### config.mk
export PLATFORM = sky130hd
export DESIGN_NAME = mem_access
export DESIGN_NICKNAME = d
export VERILOG_FILES = /design/src/rtl/mem_access_pkg.sv /design/src/rtl/mem_load_align.sv /design/src/rtl/mem_access.sv
export SDC_FILE = /design/constraint.sdc
export NUM_CORES = 1
export LEC_CHECK = 0
export CORE_MARGIN = 3
export CORE_UTILIZATION = 40
export CTS_CLUSTER_DIAMETER = 100
export DETAILED_ROUTE_END_ITERATION = 8
export PLACE_DENSITY_LB_ADDON = 0.1
export SLEW_MARGIN = 10
export SYNTH_ARGS = -nofsm -noshare
export SYNTH_HDL_FRONTEND = slang
export SYNTH_SLANG_ARGS = --single-unit
### constraint.sdc
create_clock -name clk -period 4.5 [get_ports clk]
set_input_delay 0.9 -clock clk [delete_from_list [all_inputs] [get_ports clk]]
set_output_delay 0.9 -clock clk [all_outputs]
set_load 0.005 [all_outputs]
### src/rtl/mem_access_pkg.sv
// Shared definitions for the memory-access stage: bus widths, memop codes, FSM states
// and the byte-lane helpers used when a transaction is launched.
package mem_access_pkg;

   localparam int RegBus     = 32;
   localparam int RegAddrBus = 5;
   localparam int MemOpBus   = 3;

   typedef enum logic [MemOpBus-1:0] {
      MEM_NONE = 3'd0,
      MEM_LB   = 3'd1,
      MEM_LBU  = 3'd2,
      MEM_LW   = 3'd3,
      MEM_SB   = 3'd4,
      MEM_SW   = 3'd5
   } memop_e;

   typedef enum logic {
      STATE_IDLE   = 1'b0,
      STATE_ACCESS = 1'b1
   } state_e;

   function automatic logic is_mem_op(input logic [MemOpBus-1:0] op);
      case (op)
         MEM_LB, MEM_LBU, MEM_LW, MEM_SB, MEM_SW: return 1'b1;
         default:                                 return 1'b0;
      endcase
   endfunction

   function automatic logic is_word_op(input logic [MemOpBus-1:0] op);
      return (op == MEM_LW) || (op == MEM_SW);
   endfunction

   function automatic logic is_store(input logic [MemOpBus-1:0] op);
      return (op == MEM_SB) || (op == MEM_SW);
   endfunction

   // Loads use the same byte enables as a store of the same width.
   function automatic logic [3:0] sel_for(input logic [MemOpBus-1:0] op, input logic [1:0] lo);
      case (op)
         MEM_LB, MEM_LBU, MEM_SB: return 4'b0001 << lo;
         MEM_LW, MEM_SW:          return 4'hF;
         default:                 return 4'h0;
      endcase
   endfunction

   function automatic logic [RegBus-1:0] wdata_for(input logic [MemOpBus-1:0] op,
                                                   input logic [RegBus-1:0] data);
      case (op)
         MEM_SB:  return {4{data[7:0]}};
         MEM_SW:  return data;
         default: return '0;
      endcase
   endfunction

endpackage

### src/rtl/mem_load_align.sv
// Combinational load extraction: picks the addressed little-endian byte and
// sign/zero-extends it, or passes a full word through.
module mem_load_align
   import mem_access_pkg::*;
(
   input  logic [MemOpBus-1:0] op,
   input  logic [1:0]          addr_lo,
   input  logic [RegBus-1:0]   rdata,
   output logic [RegBus-1:0]   data
);

   logic [7:0] lane;

   always_comb begin
      case (addr_lo)
         2'd0:    lane = rdata[7:0];
         2'd1:    lane = rdata[15:8];
         2'd2:    lane = rdata[23:16];
         default: lane = rdata[31:24];
      endcase
      case (op)
         MEM_LB:  data = {{24{lane[7]}}, lane};
         MEM_LBU: data = {24'd0, lane};
         MEM_LW:  data = rdata;
         default: data = '0;
      endcase
   end

endmodule

### src/rtl/mem_access.sv
// Memory-access stage: passes ALU results to write-back and runs one req/ack bus
// transaction per load/store. Optional misalignment trap via MEM_ALIGN_CHECK_EN.
module mem_access
   import mem_access_pkg::*;
(
   input  logic                  clk,
   input  logic                  rst,
   input  logic [RegBus-1:0]     ex_wdata_i,
   input  logic [RegAddrBus-1:0] ex_wd_i,
   input  logic                  ex_wreg_i,
   input  logic [MemOpBus-1:0]   ex_memop_i,
   input  logic [RegBus-1:0]     ex_memaddr_i,
   input  logic [RegBus-1:0]     ex_memdata_i,
   output logic                  stall_o,
   output logic                  mem_req_o,
   output logic                  mem_we_o,
   output logic [RegBus-1:0]     mem_addr_o,
   output logic [3:0]            mem_sel_o,
   output logic [RegBus-1:0]     mem_wdata_o,
   input  logic                  mem_ack_i,
   input  logic [RegBus-1:0]     mem_rdata_i,
   output logic [RegBus-1:0]     wb_wdata_o,
   output logic [RegAddrBus-1:0] wb_wd_o,
   output logic                  wb_wreg_o,
   output logic                  align_err_o
);

   state_e                state;
   memop_e                lat_op;
   logic [RegAddrBus-1:0] lat_wd;
   logic                  lat_wreg;
   logic [RegBus-1:0]     eff_addr;
   logic [RegBus-1:0]     load_data;
   logic                  misaligned;

   // Word accesses always go out word-aligned; when the trap is compiled in,
   // misaligned words never reach the bus anyway.
   assign eff_addr = is_word_op(ex_memop_i) ? {ex_memaddr_i[RegBus-1:2], 2'b00} : ex_memaddr_i;

`ifdef MEM_ALIGN_CHECK_EN
   assign misaligned = is_word_op(ex_memop_i) && (ex_memaddr_i[1:0] != 2'b00);
`else
   assign misaligned = 1'b0;
`endif

   assign stall_o = (state == STATE_ACCESS);

   mem_load_align u_load_align (
      .op      (lat_op),
      .addr_lo (mem_addr_o[1:0]),
      .rdata   (mem_rdata_i),
      .data    (load_data)
   );

   // Single FSM: launches the bus access from IDLE and retires it on ack.
   always_ff @(posedge clk or posedge rst) begin
      if (rst) begin
         state       <= STATE_IDLE;
         lat_op      <= MEM_NONE;
         lat_wd      <= '0;
         lat_wreg    <= 1'b0;
         mem_req_o   <= 1'b0;
         mem_we_o    <= 1'b0;
         mem_addr_o  <= '0;
         mem_sel_o   <= 4'h0;
         mem_wdata_o <= '0;
         wb_wdata_o  <= '0;
         wb_wd_o     <= '0;
         wb_wreg_o   <= 1'b0;
         align_err_o <= 1'b0;
      end else begin
         align_err_o <= 1'b0;
         case (state)
            STATE_IDLE: begin
               if (is_mem_op(ex_memop_i)) begin
                  wb_wdata_o <= '0;
                  wb_wd_o    <= '0;
                  wb_wreg_o  <= 1'b0;
                  if (misaligned) begin
                     align_err_o <= 1'b1;
                  end else begin
                     state       <= STATE_ACCESS;
                     lat_op      <= memop_e'(ex_memop_i);
                     lat_wd      <= ex_wd_i;
                     lat_wreg    <= ex_wreg_i;
                     mem_req_o   <= 1'b1;
                     mem_we_o    <= is_store(ex_memop_i);
                     mem_addr_o  <= eff_addr;
                     mem_sel_o   <= sel_for(ex_memop_i, ex_memaddr_i[1:0]);
                     mem_wdata_o <= wdata_for(ex_memop_i, ex_memdata_i);
                  end
               end else begin
                  wb_wdata_o <= ex_wdata_i;
                  wb_wd_o    <= ex_wd_i;
                  wb_wreg_o  <= ex_wreg_i;
               end
            end
            STATE_ACCESS: begin
               if (mem_ack_i) begin
                  state       <= STATE_IDLE;
                  mem_req_o   <= 1'b0;
                  mem_we_o    <= 1'b0;
                  mem_addr_o  <= '0;
                  mem_sel_o   <= 4'h0;
                  mem_wdata_o <= '0;
                  if (is_store(lat_op)) begin
                     wb_wdata_o <= '0;
                     wb_wd_o    <= '0;
                     wb_wreg_o  <= 1'b0;
                  end else begin
                     wb_wdata_o <= load_data;
                     wb_wd_o    <= lat_wd;
                     wb_wreg_o  <= lat_wreg;
                  end
               end else begin
                  wb_wdata_o <= '0;
                  wb_wd_o    <= '0;
                  wb_wreg_o  <= 1'b0;
               end
            end
            default: state <= STATE_IDLE;
         endcase
      end
   end

endmodule

---- Word-level counts from Yosys, hierarchy flattened ----
Index checks and enable logic that the tools add are counted.
word-level totals
  register bits after elaboration ......... 118
  output and inout port bits .............. 110
  input bits .............................. 140
operators by class
  shifts and indexed selects .............. 1
  equality and inequality tests ........... 14
  reductions and logical operators ........ 9
  mux-type cells .......................... 35
  bitwise operators ....................... 1
operators by type and width
  cell                                                                   count
  32-bit one-hot mux with 2 select lines                                 4
  32-bit two-way mux                                                     6
  32-bit one-hot mux with 3 select lines                                 1
  8-bit one-hot mux with 3 select lines                                  1
  4-bit one-hot mux with 2 select lines                                  2
  5-bit two-way mux                                                      3
  3-bit by 2-bit equality test with 1-bit output, second input constant  4
  3-bit equality test, second input constant                             4
  1-bit two-way mux                                                      10
  5-bit one-hot mux with 2 select lines                                  1
  4-bit two-way mux                                                      2
  1-bit one-hot mux with 2 select lines                                  4
  3-bit by 1-bit equality test with 1-bit output, second input constant  2
  5-bit OR reduction                                                     1
  2-bit != test, second input constant                                   2
  2-bit AND reduction                                                    2
  1-bit by 2-bit left shift with 4-bit output, first input constant      1
  1-bit logical OR                                                       3
  3-bit OR reduction                                                     1
  2-bit by 1-bit equality test with 1-bit output, second input constant  1
  2-bit equality test, second input constant                             1
  2-bit logical NOT                                                      1
  2-bit two-way mux                                                      1
  2-bit OR reduction                                                     1
  1-bit inverter                                                         1

---- Longest topological paths before layout ----
  depth after elaboration ................. 6
  mapped depth ............................ 7

---- Cells and area by module ----
Synthesis repeated with hierarchy kept, for this count alone.
second synthesis, totals
  cells, all modules ...................... 421
  area total of the unflattened synthesis .. 5185.0 um2
by module, submodules not included
  module          times used  area an instance (um2)  cells each
  mem_access      1           4514.3                  323
  mem_load_align  1           670.6                   98

---- Worst setup path after synthesis ----
OpenSTA, ideal clock, no wires.
  path type ............................... input to register
  start ................................... input port ex_memop_i[0]
  end ..................................... register mem_wdata_o[10]
  path slack .............................. 2.349 ns
  buffers on the path ..................... 4
  arrival ................................. 2.073 ns
  stages .................................. 7
  setup time .............................. 0.078 ns
  data required time ...................... 4.422 ns
  cells stage by stage .................... buf_2 > nor3_1 > o21a_1 > buf_2 > buf_2 > buf_2 > o2bb2ai_1
on the way
  cells in the longest elaborated chain, start to end .. 6
  elaborated cells between the ends (all ways) .. 13
RTL lines
  item                                                                          RTL line              RTL
  start: declaration                                                            mem_access.sv:11      input logic [MemOpBus-1:0] ex_memop_i,
  3-bit by 2-bit equality test with 1-bit output, or another cell as far along  mem_access_pkg.sv:24  case (op)
  5-bit OR reduction                                                            mem_access_pkg.sv:24
  1-bit two-way mux                                                             mem_access_pkg.sv:24
  1-bit two-way mux                                                             mem_access.sv:73      case (state)
  2-bit != test (no source line)                                                n/a
  2-bit AND reduction (no source line)                                          n/a
  end signal: assignment                                                        mem_access.sv:90      mem_wdata_o <= wdata_for(ex_memop_i, ex_memdata_i);
  end: declaration                                                              mem_access.sv:19      output logic [RegBus-1:0] mem_wdata_o,
Several ways; a longest one is shown, not always the timed one. The select of a mux whose other input is x is not followed.
A chain may end at the register's enable or synchronous reset.

---- Final worst setup path ----
  start ................................... input port ex_memop_i[1]
  end ..................................... register mem_wdata_o[2]
Same word-level chain as after synthesis.

==> summary.txt <==
Critical-path maximum fanout = 37
WHS Path Cells = 1
Critical R2R Capture = wb_wdata_o[8]
Drt first pass iters = 4
Sink Count = 118
Pin count of the biggest net entering global routing = 72
Post-DR vias/cell = 5.59
Reg2Reg Depth = 3
Critical path's largest stage delay = 0.68 ns
Final Setup Violations = 0
Post-synthesis xor/xnor area fraction = 0.536%
Post-synthesis adder-cell area fraction = 0%
DR vias = 4145
Least-Margin Pin Slew = 1.10 ns
Grt ovf = 0
Relative slew slack = 25.8%
Fin worst setup slack = 1.55 ns
TritonCTS clock tree = yes
Post-CTS Resized = 0
Fin Setup TNS = 0 ns
Yosys top cell area share = 60.3%
Hold buffers post-CTS = 0
Final hold vios = 0
Die width = 117 microns
Vias in the first global route = 4236
Worst VDD drop = 0.000200 V
Yosys cell types = 36
Initial antenna violation count = 0
Layout cell share with drive strength beyond 1 = 8.85%
Clock buffer depth = 2
Worst Setup End Kind = flip-flop
Post-Syn Area per Cell = 14.0 sq um
TritonCTS Buffers = 17
CORE AREA = 11700 sq um
Post-synthesis compound-gate area fraction = 24.0%
Buffers on Ports = 248
Antenna cell count = 0
Main area contributors after synthesis = dfrtp_1 (60%), a22o_1 (7.9%), a221o_1 (6.3%), o2bb2ai_1 (4.3%), mux4_1 (3.8%)
Simple-gate share of the synthesized area = 3.68%
CTS Root Cell = clkbuf_16
Post-synthesis mux area share = 6.05%
HP Class = flip-flop to flip-flop
DRC violations left = 0
WP data arrival = 3.28 ns
Final min period = 2.95 ns
Post-synthesis instance area = 4900 sq um
Crit Reg-Reg Startpoint = mem_addr_o[0]
Clock Pin Slew Worst Setup and Hold Paths = 0.05 ns
R2r setup slk = 2.19 ns
DR WL/cell = 20.7 microns
Row cnt = 39
CP startpoint kind = input pin
I/O pin cnt = 250
Most used flip-flop cell after synthesis = dfrtp_1
Drt initial violations = 304
Clock latency on the worst-skew pair = 0.40 ns
P per Cell Area = 435 nW/um^2
Fmax = 339 MHz
Commonest cells in the netlist = dfrtp_1 (118), a22o_1 (44), a221o_1 (31), a21oi_1 (26), o2bb2ai_1 (24)
Chip Height = 117 microns
Sequential share of the synthesized area = 60.3%
Initial Util = 41.8%
Final period util = 65.5%
Max Cap Viol = 0
Largest family of logic cells by synthesized area = compound AO/OA/AOI/OAI gates
DP Wirelength = 10900 microns
Status = completed
Worst Skew = 0.00596 ns
RSZ-0062 raised after global routing = no
Critical path type = input pin to flip-flop
Req. time, crit path = 4.83 ns
YS warnings = 0
Critical-path top delay cell = o21a_2
Ys async rst share = 100%
Critical Path Sink = mem_wdata_o[2]
Wire length of the first global-routing pass = 23200 microns
CTS HTree Levels = 4
Crit path launch = ex_memop_i[1]
WL final = 15300 microns
Yosys reg bits = 118
Final net count = 727
Post-CTS Setup Bufs = 0
Final antenna-violating net count = 0
GPL Wtd Cong = 0.814
Most frequent cell after synthesis = dfrtp_1
Total GRT Usage = 22.4%
Synth-to-layout area growth = 62.7%
P_leak = 3.45 nW
Place WS = 1.17 ns
Post-synth EDFFs = 0
Post-Syn Instances = 351
Worst path cell trace = clkdlybuf4s50_1, nor3_1, o21a_2, buf_4, a22o_1
Cell taking the most area after synthesis = dfrtp_1
Final Max Slew Viols = 0
Syn nets = 491
Die area = 13600 sq um
cell families (layout without fill, tap and decap cells):
kind of cell    after synthesis  after routing
mux                          16             16
flops                       118            118
compound gates              141            141
other cells                   1              1
buf+inv                      41            289
simple gates                 31             31
xor+xnor                      3              3
cells in the final DEF (no fill, tap or decap), drive strengths merged, types with 2 or more instances in the layout:
cell / n
nor2: 3
or3: 2
o21a: 2
a221o: 36
buf: 5
nor3: 3
a21oi: 27
nand2: 3
mux2: 8
nor2b: 8
inv: 5
a22o: 45
and3: 9
a21o: 4
o2bb2ai: 24
clkdlybuf4s50: 248
clkinv: 6
clkbuf: 20
xnor2: 3
dfrtp: 118
bufinv: 4
mux4: 8
critical path: cells and delay by family:
kind / cells / cell delay, ns
AO/OA/AOI/OAI: 2 / 0.89
buffers and inverters: 2 / 1.07
AND/OR/NAND/NOR: 1 / 0.41
worst min path at each step:
stage            endpoint      start
2_1_floorplan  wb_wd_o[0]  lat_wd[0]
3_3_place_gp    mem_req_o  mem_req_o
3_5_place_dp    wb_wreg_o   lat_wreg
4_1_cts         wb_wreg_o   lat_wreg
5_1_grt         wb_wreg_o   lat_wreg
6_report         mem_we_o   mem_we_o
per-layer routing:
metal / vias to the layer above / routed length (microns) / track usage (%)
met5: - / 0 / 0
met2: 197 / 7370 / 36.2
met1: 2073 / 6320 / 28.4
met4: 0 / 301 / 7.42
met3: 22 / 1340 / 7.72
li1: 1853 / - / -
sequential cells by signal (all words and copies together) (netlist names):
name         flops
lat_op           3
lat_wd           5
lat_wreg         1
mem_addr_o      32
mem_req_o        1
mem_sel_o        4
mem_wdata_o     32
mem_we_o         1
stall_o          1
wb_wd_o          5
wb_wdata_o      32
wb_wreg_o        1
stage by stage:
step                      cells  area (sq um)  utilization, %  power [W]  hold WS [ns]
after floorplan             351          4900               -    0.00164         0.462
after global placement      711          7370            62.9    0.00210         0.463
after detailed placement    711          7370            62.9    0.00212         0.475
after CTS                   742          7960            68.0    0.00350         0.486
after global routing        742          7970            68.0    0.00362         0.508
final                       742          7970            68.0    0.00347         0.480
report_power, final:
part	internal, W	switching, W	total, W
combinational	0.000494	0.000280	0.000775
sequential	0.00122	0.0000994	0.00132
clock	0.000917	0.000458	0.00137
final cells by class:
cell class | instances | area, sq um
fillers | 886 | 3740
flip-flops and latches | 118 | 2950
repair buffers | 253 | 2520
multi-input cells | 192 | 1700
clock buffers | 20 | 437
well taps | 143 | 179
clock inverters | 11 | 158
inverters | 5 | 21.3
No activity file was read; power rests on OpenSTA's default activity.
